### config.mk
export PLATFORM = sky130hd
export DESIGN_NAME = trap_controller
export DESIGN_NICKNAME = d
export VERILOG_FILES = /design/src/rtl/trap_controller_pkg.sv /design/src/rtl/trap_controller_irq_pending.sv /design/src/rtl/trap_controller.sv
export SDC_FILE = /design/constraint.sdc
export NUM_CORES = 1
export LEC_CHECK = 0
export CAP_MARGIN = 20
export CORE_ASPECT_RATIO = 1.1
export CORE_MARGIN = 5
export CORE_UTILIZATION = 37
export DETAILED_ROUTE_END_ITERATION = 10
export HOLD_SLACK_MARGIN = 0.06
export PLACE_DENSITY = 0.87
export SETUP_SLACK_MARGIN = 0.05
export SYNTH_ARGS = -nofsm -noshare
export SYNTH_HDL_FRONTEND = slang
export SYNTH_SLANG_ARGS = --single-unit
### constraint.sdc
create_clock -name i_clk -period 2.5 [get_ports i_clk]
set_input_delay 0.375 -clock i_clk [delete_from_list [all_inputs] [get_ports i_clk]]
set_output_delay 0.375 -clock i_clk [all_outputs]
set_load 0.05 [all_outputs]
### src/rtl/trap_controller_pkg.sv
// ============================================================================
//  Module      : trap_controller_pkg
//  Description : Shared constants and decode helper for the trap controller:
//                privilege encodings, EXCOp encodings, SYSTEM sub-decode
//                constants, exception cause codes and FSM state encodings.
//  Revision    : 1.0 - initial release
// ============================================================================
`default_nettype none

package trap_controller_pkg;

    // Privilege levels
    localparam logic [1:0] c_priv_m = 2'b11;
    localparam logic [1:0] c_priv_u = 2'b00;

    // EXCOp encodings from the decoder
    localparam logic [1:0] c_excop_none    = 2'b00;
    localparam logic [1:0] c_excop_system  = 2'b01;
    localparam logic [1:0] c_excop_illegal = 2'b10;
    localparam logic [1:0] c_excop_rsvd    = 2'b11;

    // SYSTEM sub-decode
    localparam logic [2:0]  c_funct3_priv   = 3'b000;
    localparam logic [11:0] c_funct12_ecall = 12'h000;
    localparam logic [11:0] c_funct12_mret  = 12'h302;

    // Synchronous exception cause codes
    localparam int unsigned c_cause_illegal = 2;
    localparam int unsigned c_cause_ecall_u = 8;
    localparam int unsigned c_cause_ecall_m = 11;

    // FSM state encodings
    localparam logic [1:0] c_st_idle   = 2'd0;
    localparam logic [1:0] c_st_enter  = 2'd1;
    localparam logic [1:0] c_st_return = 2'd2;

    // Classification of the slot instruction
    typedef enum logic [1:0] {
        DEC_NONE    = 2'd0,
        DEC_ECALL   = 2'd1,
        DEC_MRET    = 2'd2,
        DEC_ILLEGAL = 2'd3
    } decode_t;

    // mret outside M-mode is illegal; EXCOp 11 is treated as illegal.
    function automatic decode_t decode_insn(
        input logic [1:0]  excop,
        input logic [2:0]  funct3,
        input logic [11:0] funct12,
        input logic [1:0]  priv
    );
        decode_t d;
        d = DEC_NONE;
        case (excop)
            c_excop_none: d = DEC_NONE;
            c_excop_system: begin
                if (funct3 == c_funct3_priv && funct12 == c_funct12_ecall)
                    d = DEC_ECALL;
                else if (funct3 == c_funct3_priv && funct12 == c_funct12_mret)
                    d = (priv == c_priv_m) ? DEC_MRET : DEC_ILLEGAL;
                else
                    d = DEC_ILLEGAL;
            end
            default: d = DEC_ILLEGAL;
        endcase
        return d;
    endfunction

endpackage

`default_nettype wire

### src/rtl/trap_controller_irq_pending.sv
// ============================================================================
//  Module      : trap_controller_irq_pending
//  Description : Interrupt pending tracker. Detects rising edges on level
//                interrupt lines, latches them into pending bits, qualifies
//                with per-channel mask and global enable, and selects the
//                lowest eligible channel.
//  Ports       : i_clk, i_rst_n       clock / sync active-low reset
//                i_irq, i_irq_mask    interrupt lines and channel enables
//                i_global_en          privilege/mie gate
//                i_take, i_take_idx   clear pending bit of the taken channel
//                o_pend               pending bits
//                o_valid, o_idx       winning eligible channel
//  Revision    : 1.0 - initial release
// ============================================================================
`default_nettype none

module trap_controller_irq_pending #(
    parameter int NUM_IRQ = 4,
    parameter int IDX_W   = (NUM_IRQ > 1) ? $clog2(NUM_IRQ) : 1
) (
    input  logic               i_clk,
    input  logic               i_rst_n,
    input  logic [NUM_IRQ-1:0] i_irq,
    input  logic [NUM_IRQ-1:0] i_irq_mask,
    input  logic               i_global_en,
    input  logic               i_take,
    input  logic [IDX_W-1:0]   i_take_idx,
    output logic [NUM_IRQ-1:0] o_pend,
    output logic               o_valid,
    output logic [IDX_W-1:0]   o_idx
);

    logic [NUM_IRQ-1:0] r_irq_q;
    logic [NUM_IRQ-1:0] r_pend;
    logic [NUM_IRQ-1:0] w_rise;
    logic [NUM_IRQ-1:0] w_clr;
    logic [NUM_IRQ-1:0] w_elig;

    assign w_rise = i_irq & ~r_irq_q;
    assign w_clr  = i_take ? (NUM_IRQ'(1) << i_take_idx) : '0;
    assign w_elig = r_pend & i_irq_mask & {NUM_IRQ{i_global_en}};

    // A fresh edge arriving in the same cycle its channel is taken is a new
    // event, so the set term wins over the clear.
    always_ff @(posedge i_clk) begin
        if (!i_rst_n) begin
            r_irq_q <= '0;
            r_pend  <= '0;
        end else begin
            r_irq_q <= i_irq;
            r_pend  <= (r_pend & ~w_clr) | w_rise;
        end
    end

    // Descending scan so the lowest eligible index is the last assignment.
    always_comb begin
        o_valid = 1'b0;
        o_idx   = '0;
        for (int k = NUM_IRQ - 1; k >= 0; k--) begin
            if (w_elig[k]) begin
                o_valid = 1'b1;
                o_idx   = IDX_W'(k);
            end
        end
    end

    assign o_pend = r_pend;

endmodule

`default_nettype wire

### src/rtl/trap_controller.sv
// ============================================================================
//  Module      : trap_controller
//  Description : Machine-mode trap controller. Accepts ecall / illegal
//                exceptions, mret and external interrupts from the slot
//                instruction, updates mepc/mcause/mstatus state and issues a
//                one-cycle pipeline redirect.
//  Config      : TRAP_VECTORED_EN - when defined, interrupts redirect to
//                mtvec base + 4*cause; otherwise every trap goes to base.
//  Ports       : i_clk, i_rst_n            clock / sync active-low reset
//                i_valid, i_EXCOp,
//                i_funct3, i_funct12, i_pc slot instruction information
//                i_mtvec                   trap vector base
//                i_irq, i_irq_mask         interrupt lines / enables
//                o_busy, o_redirect,
//                o_redirect_pc             pipeline control
//                o_mcause, o_mepc,
//                o_priv_mode, o_mie, o_mpie architectural state
//  Revision    : 1.0 - initial release
// ============================================================================
`default_nettype none

module trap_controller
    import trap_controller_pkg::*;
#(
    parameter int XLEN           = 32,
    parameter int NUM_IRQ        = 4,
    parameter int IRQ_CAUSE_BASE = 16
) (
    input  logic               i_clk,
    input  logic               i_rst_n,
    input  logic               i_valid,
    input  logic [1:0]         i_EXCOp,
    input  logic [2:0]         i_funct3,
    input  logic [11:0]        i_funct12,
    input  logic [XLEN-1:0]    i_pc,
    input  logic [XLEN-1:0]    i_mtvec,
    input  logic [NUM_IRQ-1:0] i_irq,
    input  logic [NUM_IRQ-1:0] i_irq_mask,
    output logic               o_busy,
    output logic               o_redirect,
    output logic [XLEN-1:0]    o_redirect_pc,
    output logic [XLEN-1:0]    o_mcause,
    output logic [XLEN-1:0]    o_mepc,
    output logic [1:0]         o_priv_mode,
    output logic               o_mie,
    output logic               o_mpie
);

    localparam int c_idx_w = (NUM_IRQ > 1) ? $clog2(NUM_IRQ) : 1;

    logic [1:0]         r_state;
    logic [1:0]         w_next_state;
    logic [1:0]         r_priv;
    logic [1:0]         r_mpp;
    logic               r_mie;
    logic               r_mpie;
    logic [XLEN-1:0]    r_mcause;
    logic [XLEN-1:0]    r_mepc;

    decode_t            w_dec;
    logic               w_accept;
    logic               w_global_en;
    logic               w_irq_valid;
    logic [c_idx_w-1:0] w_irq_idx;
    logic [NUM_IRQ-1:0] w_pend;
    logic               w_take_irq;
    logic               w_take_exc;
    logic               w_take_mret;
    logic [XLEN-1:0]    w_exc_cause;
    logic [XLEN-1:0]    w_irq_cause;
    logic [XLEN-1:0]    w_mtvec_base;
    logic [XLEN-1:0]    w_trap_target;

    // ------------------------------------------------------------------
    // Interrupt pending / selection
    // ------------------------------------------------------------------
    assign w_global_en = (r_priv == c_priv_u) | r_mie;

    trap_controller_irq_pending #(
        .NUM_IRQ (NUM_IRQ),
        .IDX_W   (c_idx_w)
    ) u_irq_pending (
        .i_clk       (i_clk),
        .i_rst_n     (i_rst_n),
        .i_irq       (i_irq),
        .i_irq_mask  (i_irq_mask),
        .i_global_en (w_global_en),
        .i_take      (w_take_irq),
        .i_take_idx  (w_irq_idx),
        .o_pend      (w_pend),
        .o_valid     (w_irq_valid),
        .o_idx       (w_irq_idx)
    );

    // ------------------------------------------------------------------
    // Decode and accept. An eligible interrupt pre-empts the slot
    // instruction, which is then not executed.
    // ------------------------------------------------------------------
    assign w_dec       = decode_insn(i_EXCOp, i_funct3, i_funct12, r_priv);
    assign w_accept    = (r_state == c_st_idle) & i_valid;
    assign w_take_irq  = w_accept & w_irq_valid;
    assign w_take_exc  = w_accept & ~w_irq_valid &
                         ((w_dec == DEC_ECALL) | (w_dec == DEC_ILLEGAL));
    assign w_take_mret = w_accept & ~w_irq_valid & (w_dec == DEC_MRET);

    always_comb begin
        w_exc_cause = XLEN'(c_cause_illegal);
        if (w_dec == DEC_ECALL)
            w_exc_cause = (r_priv == c_priv_m) ? XLEN'(c_cause_ecall_m)
                                               : XLEN'(c_cause_ecall_u);
    end

    assign w_irq_cause = {1'b1, (XLEN-1)'(IRQ_CAUSE_BASE) + (XLEN-1)'(w_irq_idx)};

    // ------------------------------------------------------------------
    // Redirect target
    // ------------------------------------------------------------------
    assign w_mtvec_base = {i_mtvec[XLEN-1:2], 2'b00};

`ifdef TRAP_VECTORED_EN
    assign w_trap_target = r_mcause[XLEN-1]
                         ? w_mtvec_base + {r_mcause[XLEN-3:0], 2'b00}
                         : w_mtvec_base;
`else
    assign w_trap_target = w_mtvec_base;
`endif

    // ------------------------------------------------------------------
    // FSM: state register
    // ------------------------------------------------------------------
    always_ff @(posedge i_clk) begin
        if (!i_rst_n)
            r_state <= c_st_idle;
        else
            r_state <= w_next_state;
    end

    // FSM: next state
    always_comb begin
        w_next_state = c_st_idle;
        case (r_state)
            c_st_idle: begin
                if (w_take_irq | w_take_exc)
                    w_next_state = c_st_enter;
                else if (w_take_mret)
                    w_next_state = c_st_return;
            end
            default: w_next_state = c_st_idle;
        endcase
    end

    // FSM: outputs
    always_comb begin
        o_busy        = 1'b0;
        o_redirect    = 1'b0;
        o_redirect_pc = w_trap_target;
        case (r_state)
            c_st_enter: begin
                o_busy     = 1'b1;
                o_redirect = 1'b1;
            end
            c_st_return: begin
                o_busy        = 1'b1;
                o_redirect    = 1'b1;
                o_redirect_pc = r_mepc;
            end
            default: ;
        endcase
    end

    // ------------------------------------------------------------------
    // Architectural trap state
    // ------------------------------------------------------------------
    always_ff @(posedge i_clk) begin
        if (!i_rst_n) begin
            r_priv   <= c_priv_m;
            r_mpp    <= c_priv_u;
            r_mie    <= 1'b0;
            r_mpie   <= 1'b0;
            r_mcause <= '0;
            r_mepc   <= '0;
        end else if (w_take_irq | w_take_exc) begin
            r_mepc   <= i_pc;
            r_mcause <= w_take_irq ? w_irq_cause : w_exc_cause;
            r_mpie   <= r_mie;
            r_mie    <= 1'b0;
            r_mpp    <= r_priv;
            r_priv   <= c_priv_m;
        end else if (w_take_mret) begin
            r_priv   <= r_mpp;
            r_mie    <= r_mpie;
            r_mpie   <= 1'b1;
            r_mpp    <= c_priv_u;
        end
    end

    assign o_mcause    = r_mcause;
    assign o_mepc      = r_mepc;
    assign o_priv_mode = r_priv;
    assign o_mie       = r_mie;
    assign o_mpie      = r_mpie;

endmodule

`default_nettype wire

==> flow_summary.yaml <==
run_status:
  status: "complete, no violations"
synth:
  syn-cell-area_sq_mm: 0.002545
  netlist_top_cells_area: "dfxtp_1 41%, mux2_2 13%, a22o_2 12%"
  yosysTopAreaCell: "dfxtp_1"
  synthMuxAreaShare_pct: 13.67
  synth_fa_ha_area_share_pct: 0.9833
  syn_inst: 239
  avgSynthCellArea_sq_um: 10.65
  synth_compound_area_share_pct: 20.89
  synth_top_family_by_area: "compound AO/OA/AOI/OAI gates"
  synth_commonest_cells: "52 x dfxtp_1, 30 x a22o_2, 30 x mux2_2"
  ys_warn_count: 0
  synth-simple-area-share_pct: 9.636
  synth-edff-count: 0
  ys.flop_type: "dfxtp_1"
  synthXorXnorAreaFrac_pct: 0
  ys_async_sr_fraction_pct: 0
  synth_cell_types: 45
  yosys.area.top_type_share_pct: 40.90
  yosysMostFrequentCell: "dfxtp_1"
  yosysSeqAreaShare_pct: 40.90
  ys_ff_latch: 52
finish:
  final_core_util_pct: 68.27
  drive_gt1_share_pct: 26.68
  fill_cells: 499
  areaGrowthSynthToFinish_pct: 77.93
  fin_nets: 494
  final_cell_count_no_fill: 483
  stdcell_area_sq_mm: 0.004528
  antenna_cells: 0
setup_path:
  max_stage_delay_ps: 450
  cp_slowest_cell: "clkdlybuf4s50_1"
  cp_num_buf_inv: 2
  cp.required_ps: 2740
  crit_path_end_kind: "register"
  path_cells: "clkdlybuf4s50_1 > nor4_1 > nand4_1 > o21ai_4 > and3_1 > buf_12 > a22o_2"
  crit_start: "i_EXCOp[1]"
  path_class: "input pin to register"
  crit_fanout: 37
  worstSetupStartpointType: "input pin"
  crit_arrival_ps: 2440
  critical-path-top-delay-family: "simple AND/OR/NAND/NOR gates"
  crit-reg2reg-launch: "r_state[0]$_SDFF_PN0_"
routing:
  drt_iter0_drc: 57
  wl_per_cell_microns: 17.82
  wirelength_microns: 8608
  first_pass_iters: 4
  vias_per_cell: 4.973
  antenna_left: 0
  vias: 2402
  drcViolationCount: 0
global_route:
  grt_max_degree: 38
  antenna_found_initial: 0
  grt_overflow: 0
  grt-busiest-layer: "met2"
  grt_pass1_wl_microns: 12850
  met1_usage_pct: 20.40
  first_global_vias: 2452
  grt.total_usage_pct: 18.74
  grtUsageMet2_pct: 36.17
  use_met3_pct: 4.163
pwr:
  power_frac_seq_pct: 41.7
  total_power_mw: 2.179
  p_clk_share_pct: 22.1
  ir_drop_v: 0.0002755
  pwr-share-comb_pct: 36.2
  p_per_area_mw_per_mm2: 481.2
  power_leakage_nw: 1.806
  p_sw_uw: 729.2
  power.internal_mw: 1.450
  p_sw_share_pct: 33.47
clock_network:
  clk_pin_slew_worst_paths_ps: 90
  cts_tree: "yes"
  clock-sinks: 52
  ctsLongestPathBuffers: 2
  htreeDepth: 2
  clock-root-buffer: "clkbuf_8"
  postCtsSetupBuffers: 0
  cts_buffers: 5
  insertion_delay_ps: 290
  hold_buffers: 0
  cts-resized-gates: 0
sta:
  slew_headroom_pct: 62.84
  post-route-period-util_pct: 88.16
  final.setup.worst_slack_ps: 296.0
  setup_viol: 0
  finalHoldViolations: 0
  drv_slew: 0
  fin_crit_ps: 2204
  tns_ps: 0
  worst_pin_slew_ps: 555.7
  grt_setup_unrepaired: "false"
  max_clock_freq_mhz: 453.7
  timing.hold.ws_ps: 493.8
  fin_skew_ps: 8.392
placement:
  io_buffer_count: 164
  placed_cells: 475
  dp_slack_ps: 5.225
  dpl.hpwl_microns: 6951
  place_area_sq_mm: 0.004438
  place_congestion: 0.8684
worst_hold_path:
  min-delay-start: "u_irq_pending.o_pend[2]$_SDFF_PN0_"
  min_path_type: "register to register"
floorplanning:
  rows: 31
  die-area_sq_mm: 0.008639
  core_sq_mm: 0.006633
  die_x_microns: 89.08
  die_h_microns: 96.99
  floorplan.io_pins: 194
  start_util_pct: 38.37
run:
  drv_cap: 0
[kinds of logic after synthesis]
kind of cell / after synthesis
flip-flops: 52
multiplexers: 31
AO/OA/AOI/OAI: 60
adder cells (fa/ha/maj): 2
buffers and inverters: 45
AND/OR/NAND/NOR: 48
other: 1
[routing by layer]
metal / up-vias / routed length [microns]
met3: 7 / 784
met5: - / 0
met2: 124 / 4643
met1: 1132 / 3128
met4: 0 / 51
li1: 1139 / -
[sequential cells by signal, indices dropped and copies added (netlist names)]
| register | count |
|---|---|
| o_mcause | 4 |
| u_irq_pending.o_pend | 4 |
| o_priv_mode | 2 |
| r_mpp | 2 |
| o_mepc | 32 |
| u_irq_pending.r_irq_q | 4 |
| r_state | 2 |
| o_mie | 1 |
| o_mpie | 1 |
[worst register-to-register path, stage by stage (launching register included)]
cell and delay (ps):
dfxtp_1 310, inv_1 70, ha_1 170, nand2_1 160
nor2_4 180, nand2_1 190, and3_1 290, buf_12 180
a22o_2 300
[final cells by class]
| cell class | count | area, sq um | area share [%] |
|---|---|---|---|
| Tap cell | 82 | 102.6 | 2.266 |
| Multi-Input combinational cell | 168 | 1259 | 27.80 |
| Sequential cell | 52 | 1041 | 22.99 |
| Clock buffer | 8 | 90.09 | 1.990 |
| Inverter | 5 | 18.77 | 0.4145 |
| Timing Repair Buffer | 168 | 2017 | 44.54 |
[power groups by stage]
stage	registers [mW]	logic (mW)	clock network (mW)
6_report	0.908	0.789	0.482
5_1_grt	0.915	0.820	0.529
3_3_place_gp	0.924	0.778	0
3_5_place_dp	0.927	0.790	0
4_1_cts	0.908	0.792	0.505
2_1_floorplan	1.04	0.354	0
[path summary, 6_finish.rpt]
check | end | slack [ps] | depth (start not counted)
max reg2reg | o_mepc[16]$_SDFFE_PN0P_ | 550 | 8
max | o_mepc[16]$_SDFFE_PN0P_ | 300 | 7
min reg2reg | u_irq_pending.o_pend[2]$_SDFF_PN0_ | 490 | 2
min | u_irq_pending.o_pend[2]$_SDFF_PN0_ | 490 | 2
[placed cells by master (no fill, tap or decap), drive strengths merged, types with 3 or more instances in the layout]
cell type	netlist	routed
nand4	3	3
nand2b	3	3
a21oi	8	8
inv	4	4
buf	38	36
conb	1	27
clkbuf	2	8
o21ai	5	5
mux2	30	30
nor2	8	8
dfxtp	52	52
clkdlybuf4s50	0	132
nand2	16	16
a22o	33	33
and2	6	6
Power figures use the tool's default switching activity.
